**src/rtl/bus_pkg.sv**
```systemverilog
// Shared definitions for the arbiter and the bus fabric it feeds.
package bus_pkg;

  typedef enum logic {
    ARB_IDLE = 1'b0,
    ARB_BUSY = 1'b1
  } arb_state_t;

  // Width of a master index; never narrower than one bit so that a
  // single-master build still has a legal vector.
  function automatic int midx_w(input int n);
    return (n < 2) ? 1 : $clog2(n);
  endfunction

  // Default two-core build of the SoC.
  localparam int N_MASTER_DEF = 2;
  localparam int MIDX_W       = midx_w(N_MASTER_DEF);

endpackage

```
**src/rtl/bus_arb_if.sv**
```systemverilog
// Handshake and address/data signals between the cores, the arbiter and busctl.
interface bus_arb_if #(
  parameter int AD_LEN    = 32,
  parameter int BUS_WIDTH = 32,
  parameter int N_MASTER  = 2
);

  logic [N_MASTER-1:0]        req_i;
  logic [N_MASTER*AD_LEN-1:0] ad_i;
  logic [N_MASTER-1:0]        gnt_o;
  logic [N_MASTER-1:0]        ack_o;
  logic [BUS_WIDTH-1:0]       rdata_o;
  logic [AD_LEN-1:0]          ad_o;
  logic [BUS_WIDTH-1:0]       data_i;

  // Arbiter side.
  modport slave (
    input  req_i, ad_i, data_i,
    output gnt_o, ack_o, rdata_o, ad_o
  );

  // Requesting cores plus the busctl return path.
  modport master (
    output req_i, ad_i, data_i,
    input  gnt_o, ack_o, rdata_o, ad_o
  );

endinterface

```
**src/rtl/bus_arb_rr_pick.sv**
```systemverilog
// Round-robin pick: rotate the eligible mask so ptr sits at bit 0, take the
// lowest set bit, then rotate the offset back into an absolute index.
module rr_pick
  import bus_pkg::*;
#(
  parameter int N_MASTER = 2
) (
  input  logic [N_MASTER-1:0]         elig,
  input  logic [midx_w(N_MASTER)-1:0] ptr,
  output logic                        valid,
  output logic [midx_w(N_MASTER)-1:0] win
);

  localparam int IDX_W = midx_w(N_MASTER);

  logic [2*N_MASTER-1:0] dbl;
  logic [N_MASTER-1:0]   rot;
  logic [IDX_W-1:0]      off;
  logic [IDX_W:0]        sum;

  // Rotate, priority-encode from bit 0 and map the offset back modulo N_MASTER.
  always_comb begin
    dbl   = {elig, elig} >> ptr;
    rot   = dbl[N_MASTER-1:0];
    off   = '0;
    valid = 1'b0;
    for (int i = N_MASTER - 1; i >= 0; i--) begin
      if (rot[i]) begin
        off   = IDX_W'(i);
        valid = 1'b1;
      end
    end
    sum = {1'b0, ptr} + {1'b0, off};
    if (sum >= (IDX_W + 1)'(N_MASTER)) begin
      sum = sum - (IDX_W + 1)'(N_MASTER);
    end
    win = sum[IDX_W-1:0];
  end

endmodule

```
**src/rtl/bus_arb.sv**
```systemverilog
// Round-robin arbiter in front of busctl: grants one core at a time, forwards
// its address, waits the fabric read latency and returns the captured data.
module bus_arb
  import bus_pkg::*;
#(
  parameter int AD_LEN    = 32,
  parameter int BUS_WIDTH = 32,
  parameter int N_MASTER  = 2,
  parameter int RD_LAT    = 1
) (
  input logic       clk_i,
  input logic       reset_i,
  bus_arb_if.slave  bus
);

  localparam int IDX_W = midx_w(N_MASTER);
  localparam int CNT_W = $clog2(RD_LAT + 1);

  arb_state_t           state;
  arb_state_t           state_nxt;
  logic [IDX_W-1:0]     ptr;
  logic [IDX_W-1:0]     ptr_nxt;
  logic [IDX_W-1:0]     win;
  logic                 pick_vld;
  logic [CNT_W-1:0]     cnt;
  logic [N_MASTER-1:0]  elig;
  logic [N_MASTER-1:0]  gnt_q;
  logic [N_MASTER-1:0]  ack_q;
  logic [AD_LEN-1:0]    ad_q;
  logic [BUS_WIDTH-1:0] rdata_q;
  logic [AD_LEN-1:0]    ad_arr [N_MASTER];
  logic                 do_grant;
  logic                 do_done;

  // Unpack the flat per-master address bus into an indexable array.
  always_comb begin
    for (int k = 0; k < N_MASTER; k++) begin
      ad_arr[k] = bus.ad_i[k*AD_LEN +: AD_LEN];
    end
  end

  // A master that is being acked this cycle sits out one round.
  assign elig    = bus.req_i & ~ack_q;
  assign ptr_nxt = (win == IDX_W'(N_MASTER - 1)) ? '0 : win + 1'b1;

  rr_pick #(
    .N_MASTER (N_MASTER)
  ) u_pick (
    .elig  (elig),
    .ptr   (ptr),
    .valid (pick_vld),
    .win   (win)
  );

  // State register.
  always_ff @(posedge clk_i) begin
    if (reset_i) state <= ARB_IDLE;
    else         state <= state_nxt;
  end

  // Next-state: leave IDLE on a winner, leave BUSY when the last latency edge arrives.
  always_comb begin
    state_nxt = state;
    case (state)
      ARB_IDLE: if (pick_vld) state_nxt = ARB_BUSY;
      ARB_BUSY: if (cnt == CNT_W'(1)) state_nxt = ARB_IDLE;
      default:  state_nxt = ARB_IDLE;
    endcase
  end

  // FSM outputs: strobes that steer the datapath registers.
  always_comb begin
    do_grant = 1'b0;
    do_done  = 1'b0;
    case (state)
      ARB_IDLE: do_grant = pick_vld;
      ARB_BUSY: do_done  = (cnt == CNT_W'(1));
      default:  ;
    endcase
  end

  // Grant/ack/counter/pointer and the address/data capture registers.
  always_ff @(posedge clk_i) begin
    if (reset_i) begin
      ptr     <= '0;
      cnt     <= '0;
      gnt_q   <= '0;
      ack_q   <= '0;
      ad_q    <= '0;
      rdata_q <= '0;
    end else begin
      ack_q <= '0;
      if (do_grant) begin
        gnt_q <= N_MASTER'(1) << win;
        ad_q  <= ad_arr[win];
        cnt   <= CNT_W'(RD_LAT);
        ptr   <= ptr_nxt;
      end else if (do_done) begin
        rdata_q <= bus.data_i;
        ack_q   <= gnt_q;
        gnt_q   <= '0;
      end else if (state == ARB_BUSY) begin
        cnt <= cnt - 1'b1;
      end else begin
        gnt_q <= '0;
      end
    end
  end

  assign bus.gnt_o   = gnt_q;
  assign bus.ack_o   = ack_q;
  assign bus.ad_o    = ad_q;
  assign bus.rdata_o = rdata_q;

endmodule
```
**src/flat_wrapper.sv**
```systemverilog
// flat-port wrapper written by rule: the top's interface ports become plain ports
module bus_arb_flat import bus_pkg::*;
#(
  parameter int AD_LEN    = 32,
  parameter int BUS_WIDTH = 32,
  parameter int N_MASTER  = 2,
  parameter int RD_LAT    = 1
)
  (clk_i, reset_i, bus_req_i, bus_ad_i, bus_data_i, bus_gnt_o, bus_ack_o, bus_rdata_o, bus_ad_o);
  bus_arb_if #(.AD_LEN(AD_LEN), .BUS_WIDTH(BUS_WIDTH), .N_MASTER(N_MASTER)) bus_i ();
  input logic clk_i;
  input logic reset_i;
  input wire logic [$bits(bus_i.req_i)-1:0] bus_req_i;
  input wire logic [$bits(bus_i.ad_i)-1:0] bus_ad_i;
  input wire logic [$bits(bus_i.data_i)-1:0] bus_data_i;
  output wire logic [$bits(bus_i.gnt_o)-1:0] bus_gnt_o;
  output wire logic [$bits(bus_i.ack_o)-1:0] bus_ack_o;
  output wire logic [$bits(bus_i.rdata_o)-1:0] bus_rdata_o;
  output wire logic [$bits(bus_i.ad_o)-1:0] bus_ad_o;
  assign bus_i.req_i = bus_req_i;
  assign bus_i.ad_i = bus_ad_i;
  assign bus_i.data_i = bus_data_i;
  assign bus_gnt_o = bus_i.gnt_o;
  assign bus_ack_o = bus_i.ack_o;
  assign bus_rdata_o = bus_i.rdata_o;
  assign bus_ad_o = bus_i.ad_o;
  bus_arb #(.AD_LEN(AD_LEN), .BUS_WIDTH(BUS_WIDTH), .N_MASTER(N_MASTER), .RD_LAT(RD_LAT)) u_core (.clk_i(clk_i), .reset_i(reset_i), .bus(bus_i));
endmodule
```
**config.mk**
```make
export PLATFORM = sky130hd
export DESIGN_NAME = bus_arb_flat
export DESIGN_NICKNAME = d
export VERILOG_FILES = /design/src/rtl/bus_pkg.sv /design/src/rtl/bus_arb_if.sv /design/src/rtl/bus_arb_rr_pick.sv /design/src/rtl/bus_arb.sv /design/src/flat_wrapper.sv
export SDC_FILE = /design/constraint.sdc
export NUM_CORES = 1
export LEC_CHECK = 0
export CAP_MARGIN = 20
export CORE_MARGIN = 2
export CORE_UTILIZATION = 38
export CTS_BUF_LIST = sky130_fd_sc_hd__clkbuf_16
export DETAILED_ROUTE_END_ITERATION = 6
export GPL_ROUTABILITY_DRIVEN = 0
export PLACE_DENSITY = 0.76
export SYNTH_ARGS = -nofsm -noshare
export SYNTH_HDL_FRONTEND = slang
export SYNTH_SLANG_ARGS = --single-unit
export TNS_END_PERCENT = 1
```
**constraint.sdc**
```tcl
create_clock -name clk_i -period 1.8 [get_ports clk_i]
set_input_delay 0.27 -clock clk_i [delete_from_list [all_inputs] [get_ports clk_i]]
set_output_delay 0.27 -clock clk_i [all_outputs]
set_load 0.01 [all_outputs]
```
==> out/metrics.yaml, run 1 <==
clock_network:
  cts-buffers-inserted: 9
  cts_tree: "done"
  clk_pin_slew_ns: 0.06
  htree_levels: 3
  cts_buffer_depth: 2
  cts_hold_buf: 0
  cts_root_buffer: "clkbuf_16"
  postCtsSetupBuffers: 0
  clk_latency_ns: 0.32
  cts.sinks: 71
pwr:
  total_power_w: 0.00447
  ir_worst_vdd_v: 0.000591
  leakagePower_nw: 1.98
  power_per_cell_area_nw_per_um2: 897
critical_path:
  cp-start-kind: "primary input"
  crit_path_end_kind: "flip-flop"
  crit_path_max_fanout: 11
  cp.required_ns: 2.06
  worstPathArrival_ns: 1.94
  critical_path_class: "in -> reg"
global_route:
  grt_pass1_vias: 2862
  overflow: 0
  grt_max_degree: 38
  grt_antenna_before_repair: 0
  grt_usage_pct: 22.0
  grt_pass1_wl_mm: 14.8
synthesis:
  yosysSeqAreaShare_pct: 48.7
  synth_ff_type: "dfxtp_1"
  async_flop_share_pct: 0
  synth_edf_count: 0
  synth.area.top_cells: "dfxtp_1, a221o_1, nand2_1, and3_1, a21oi_1"
  ys_top_cells_by_count: "dfxtp_1, nand2_1, a21oi_1"
  syn_avg_cell_area_um2: 9.21
  ys_warn_count: 0
  synth.distinct_cells: 25
  synth.top_cell.area_share_pct: 48.7
  synth_fp_nets: 417
  synth_area_leader_cell: "dfxtp_1"
  synth_most_common_cell: "dfxtp_1"
  synth-seq-cells: 71
  synth_area_um2: 2920
  netlist_instances: 317
layout:
  synthToLayoutAreaGrowth_pct: 70.8
  seqCellArea_um2: 1420
  n_fill_cell: 563
  antennaDiodeCount: 0
  drive_gt1_share_pct: 8.01
  multi_input_area_um2: 1320
  finalNetCount: 582
detailed_routing:
  ant_nets: 0
  first_pass_iters: 4
  drc: 0
  num_vias: 2953
  drt_iter0_markers: 186
  wl_per_cell_um: 15.6
  viasPerCell: 5.04
  routed_wl_mm: 9.13
floorplanning:
  dieArea_um2: 8400
  fp.dieW_um: 91.7
  io_pins: 168
  initial_core_util_pct: 39.8
  die_h_um: 91.7
  fp-row-count: 31
  coreArea_um2: 7330
timing:
  fin_crit_sh_pct: 92.9
  setup_violations: 0
  hold_slack_ns: 0.453
  fin_crit_ns: 1.67
  skew_ns: 0.00637
  drv_slew: 0
  rsz0062_at_grt: "no"
  final_hold_viol_count: 0
  max_freq_mhz: 598
  slew_headroom_pct: 37.3
  worst_pin_slew_ns: 0.938
hold_path:
  worstHoldPathType: "reg -> reg"
job:
  max_cap_violations: 0
placement:
  portBuffers: 167
  hpwl_mm: 6.39
run_status:
  status: "finished, final reports clean"
[final cells by class]
cell class | instances | area share (%)
timing repair buffer | 182 | 36.2
inverter | 2 | 0.150
sequential | 71 | 28.5
multi-input combinational | 216 | 26.4
clock inverter | 7 | 1.76
tap | 99 | 2.48
clock buffer | 9 | 4.51
[sequential cells by signal, summed over array words and instances, names as in the netlist]
name and cells:
u_core.cnt 1, u_core.bus.rdata_o 32, u_core.bus.ack_o 2, u_core.state 1
u_core.bus.gnt_o 2, u_core.ptr 1, u_core.bus.ad_o 32
[critical path, stage by stage]
cell             delay (ns)
clkdlybuf4s50_1        0.52
nor4b_2                0.78
and3_1                 0.26
a221o_1                0.10
[layout by cell type, fill, tap and decap left out]
master           instances
clkdlybuf4s50_1        166
dfxtp_1                 70
nand2_1                 65
a21oi_1                 35
a221o_1                 32
and3_1                  29
nor2b_1                 27
buf_4                   13
clkbuf_16                9
and2b_1                  7
and3_2                   4
nor2_1                   3
nand3b_1                 3
nor3b_1                  2
inv_1                    2
clkinvlp_4               2
bufinv_16                2
clkinv_1                 2
buf_12                   2
o21bai_2                 1
or3b_4                   1
nor4b_4                  1
and2_1                   1
nor3_1                   1
nand2b_1                 1
a221oi_1                 1
a2bb2oi_1                1
clkinv_2                 1
nor4b_2                  1
buf_2                    1
dfxtp_2                  1
[routing by layer]
metal | part of all wire, % | global-route usage [%] | vias to the layer above
met4 | 2.0 | 6.69 | 0
met1 | 43 | 28.1 | 1342
met3 | 9.8 | 7.56 | 18
met5 | 0 | 0 | -
li1 | - | - | 1442
met2 | 45 | 35.0 | 151
[cells by family (layout without fill, tap and decap cells)]
| group | count (synthesis) | count (layout) | share of synthesized area [%] |
|---|---|---|---|
| flops | 71 | 71 | 48.7 |
| simple gates | 145 | 146 | 26.6 |
| compound gates | 70 | 70 | 18.0 |
| buf+inv | 31 | 200 | 6.73 |
[metrics by stage]
step | worst slack [ns] | util, % | cell area (um2) | std cells | TNS [ns]
after floorplan | 0.384 | - | 2920 | 317 | 0
after global placement | -0.272 | 63.6 | 4660 | 569 | -5.56
after detailed placement | -0.352 | 63.6 | 4660 | 569 | -7.84
after CTS | 0.0274 | 68.0 | 4990 | 586 | 0
after global routing | 0.0582 | 68.0 | 4990 | 586 | 0
final | 0.127 | 68.0 | 4990 | 586 | 0
[timing repair]
item,4_1_cts,5_1_grt
pin swaps,0,0
gates cloned,1,0
endpoints found under the hold margin,0,0
gates resized for setup,0,1
setup endpoints to repair,11,1
[final timing paths]
check	endpoint	from	slack, ns	cells after the start
worst min-delay path	u_core.bus.rdata_o[30]	u_core.bus.rdata_o[30]	0.45	2
worst min register to register	u_core.bus.rdata_o[30]	u_core.bus.rdata_o[30]	0.45	2
worst max register to register	u_core.bus.ad_o[17]	u_core.state	0.18	3
worst max-delay path	u_core.bus.ad_o[17]	bus_req_i[1]	0.13	4
[report_power, final]
group	internal, W	total [W]	switching [W]
clock	0.00120	0.00186	0.000659
combinational	0.000533	0.000865	0.000331
sequential	0.00169	0.00175	0.0000619
total	0.00342	0.00447	0.00105
Power figures use the tool's default switching activity.
==> run 2: changes to the inputs <==
Settings changed: CELL_PAD_IN_SITES_DETAIL_PLACEMENT set to 2, CELL_PAD_IN_SITES_GLOBAL_PLACEMENT set to 2, CORE_MARGIN 2 to 1, CORE_UTILIZATION 38 to 21, PLACE_DENSITY 0.76 to 0.77.
==> run 2 against run 1 <==
Via count up 2.3%. Highest routed layer unchanged. Worst hold slack better by 0.0024 ns. Setup slack worse by 0.054 ns. Largest power group is now sequential cells. Largest cell class unchanged. Critical path depth down 2. Cell area up 0.45%. Critical path type is now reg -> out.
==> out/metrics.yaml, run 2 (same netlist as run 1, synthesis figures left out) <==
run_status:
  status: "finished, final reports clean"
critical_path:
  crit_path_end_kind: "output port"
  cp-start-kind: "flip-flop"
  rrSetupSlack_ns: 0.16
  reg2regPathDepth: 4
  cp.required_ns: 1.53
  critical_path_class: "reg -> out"
  worstPathArrival_ns: 1.46
  worstReg2RegEnd: "u_core.bus.ad_o[16]"
  crit_path_max_fanout: 4
  worstReg2RegStart: "u_core.state"
hold_path:
  min_from: "u_core.bus.rdata_o[11]"
  holdPathStages: 2
  whs_endpoint: "u_core.bus.rdata_o[11]"
  worstHoldPathType: "reg -> reg"
detailed_routing:
  routed_wl_mm: 11.6
  first_pass_iters: 4
  viasPerCell: 4.57
  wl_per_cell_um: 17.6
  num_vias: 3020
  ant_nets: 0
  drt_iter0_markers: 174
  drc: 0
timing:
  rsz0062_at_grt: "no"
  max_freq_mhz: 579
  setup_violations: 0
  worst_pin_slew_ns: 0.699
  hold_slack_ns: 0.455
  drv_slew: 0
  fin_crit_sh_pct: 95.9
  skew_ns: 0.00433
  slew_headroom_pct: 53.2
  fin_crit_ns: 1.73
  final_hold_viol_count: 0
floorplanning:
  fp.dieW_um: 120
  dieArea_um2: 14400
  die_h_um: 120
  coreArea_um2: 13400
  io_pins: 168
  fp-row-count: 42
  initial_core_util_pct: 21.8
layout:
  layout_common_cells: "clkdlybuf4s50_1, dfxtp_1, nand2_1"
  antennaDiodeCount: 0
  drive_gt1_share_pct: 7.22
  n_fill_cell: 1480
  finalNetCount: 580
  mostFrequentLayoutCell: "clkdlybuf4s50_1"
  multi_input_area_um2: 1330
  synthToLayoutAreaGrowth_pct: 71.6
  seqCellArea_um2: 1420
clock_network:
  postCtsSetupBuffers: 0
  cts_buffer_depth: 2
  clk_latency_ns: 0.33
  cts.sinks: 71
  clk_pin_slew_ns: 0.06
  htree_levels: 3
  cts_hold_buf: 0
  cts_tree: "done"
  cts_root_buffer: "clkbuf_16"
  cts-buffers-inserted: 9
global_route:
  grt_usage_pct: 16.4
  grt_max_degree: 40
  grt_antenna_before_repair: 0
  overflow: 0
  grt_pass1_vias: 3342
  grt_pass1_wl_mm: 18.0
placement:
  portBuffers: 167
  hpwl_mm: 8.37
pwr:
  switching_share_pct: 25.7
  p_int_w: 0.00312
  pwr-share-clk_pct: 37.3
  ir_worst_vdd_v: 0.000343
  total_power_w: 0.00420
  p_switching_w: 0.00108
  p_comb_share_pct: 20.9
  p_seq_share_pct: 41.7
  leakagePower_nw: 1.96
  power_per_cell_area_nw_per_um2: 839
job:
  max_cap_violations: 0
[run 2: worst max-delay path by stage]
stage,start,endpoint,depth (start not counted)
2_1_floorplan,u_core.bus.ack_o[1],u_core.bus.ad_o[2],5
3_3_place_gp,bus_req_i[1],u_core.bus.ad_o[16],5
3_5_place_dp,bus_req_i[1],u_core.bus.ad_o[16],5
4_1_cts,bus_req_i[1],u_core.bus.ad_o[8],4
5_1_grt,u_core.bus.ack_o[1],bus_ack_o[1],2
6_report,u_core.bus.ack_o[1],bus_ack_o[1],2
[run 2: metal layers]
layer	global-route usage, %	vias up	wire (um)
met3	5.04	17	726
met2	29.4	101	5960
met4	6.41	0	230
li1	-	1437	-
met1	17.9	1465	4700
met5	0	-	0
[run 2: worst max-delay path, stage by stage (launching register included)]
cell             delay, ns
dfxtp_2               0.40
buf_4                 0.15
clkdlybuf4s50_1       0.57
[run 2: cell type report]
| type | count | area share, % |
|---|---|---|
| Clock buffer | 9 | 4.49 |
| Tap cell | 176 | 4.39 |
| Sequential cell | 71 | 28.4 |
| Multi-Input combinational cell | 216 | 26.5 |
| Inverter | 2 | 0.150 |
| Clock inverter | 7 | 0.649 |
| Timing Repair Buffer | 180 | 35.5 |
[run 2: power groups by stage]
stage	clock [W]	sequential (W)	combinational (W)
floorplan	0	0.00183	0.000316
global placement	0	0.00178	0.000856
detailed placement	0	0.00178	0.000879
CTS	0.00164	0.00175	0.000890
global route	0.00169	0.00177	0.000946
finish	0.00157	0.00175	0.000880
[run 2: metrics by stage]
step | cell area (um2) | setup slack (ns) | setup TNS, ns | instances | util, %
floorplan | 2920 | 0.384 | 0 | 317 | -
global placement | 4730 | -0.343 | -7.42 | 644 | 35.3
detailed placement | 4730 | -0.457 | -10.57 | 644 | 35.3
CTS | 5000 | 0.0466 | 0 | 661 | 37.3
global route | 5010 | 0.0421 | 0 | 661 | 37.4
finish | 5010 | 0.0731 | 0 | 661 | 37.4
[run 2: what timing repair did]
| action | 4_1_cts | 5_1_grt |
|---|---|---|
| endpoints found under the hold margin | 0 | 0 |
| resized for setup | 1 | 1 |
| setup endpoints to repair | 12 | 11 |
| gates cloned | 1 | 0 |
| pin swaps | 1 | 0 |
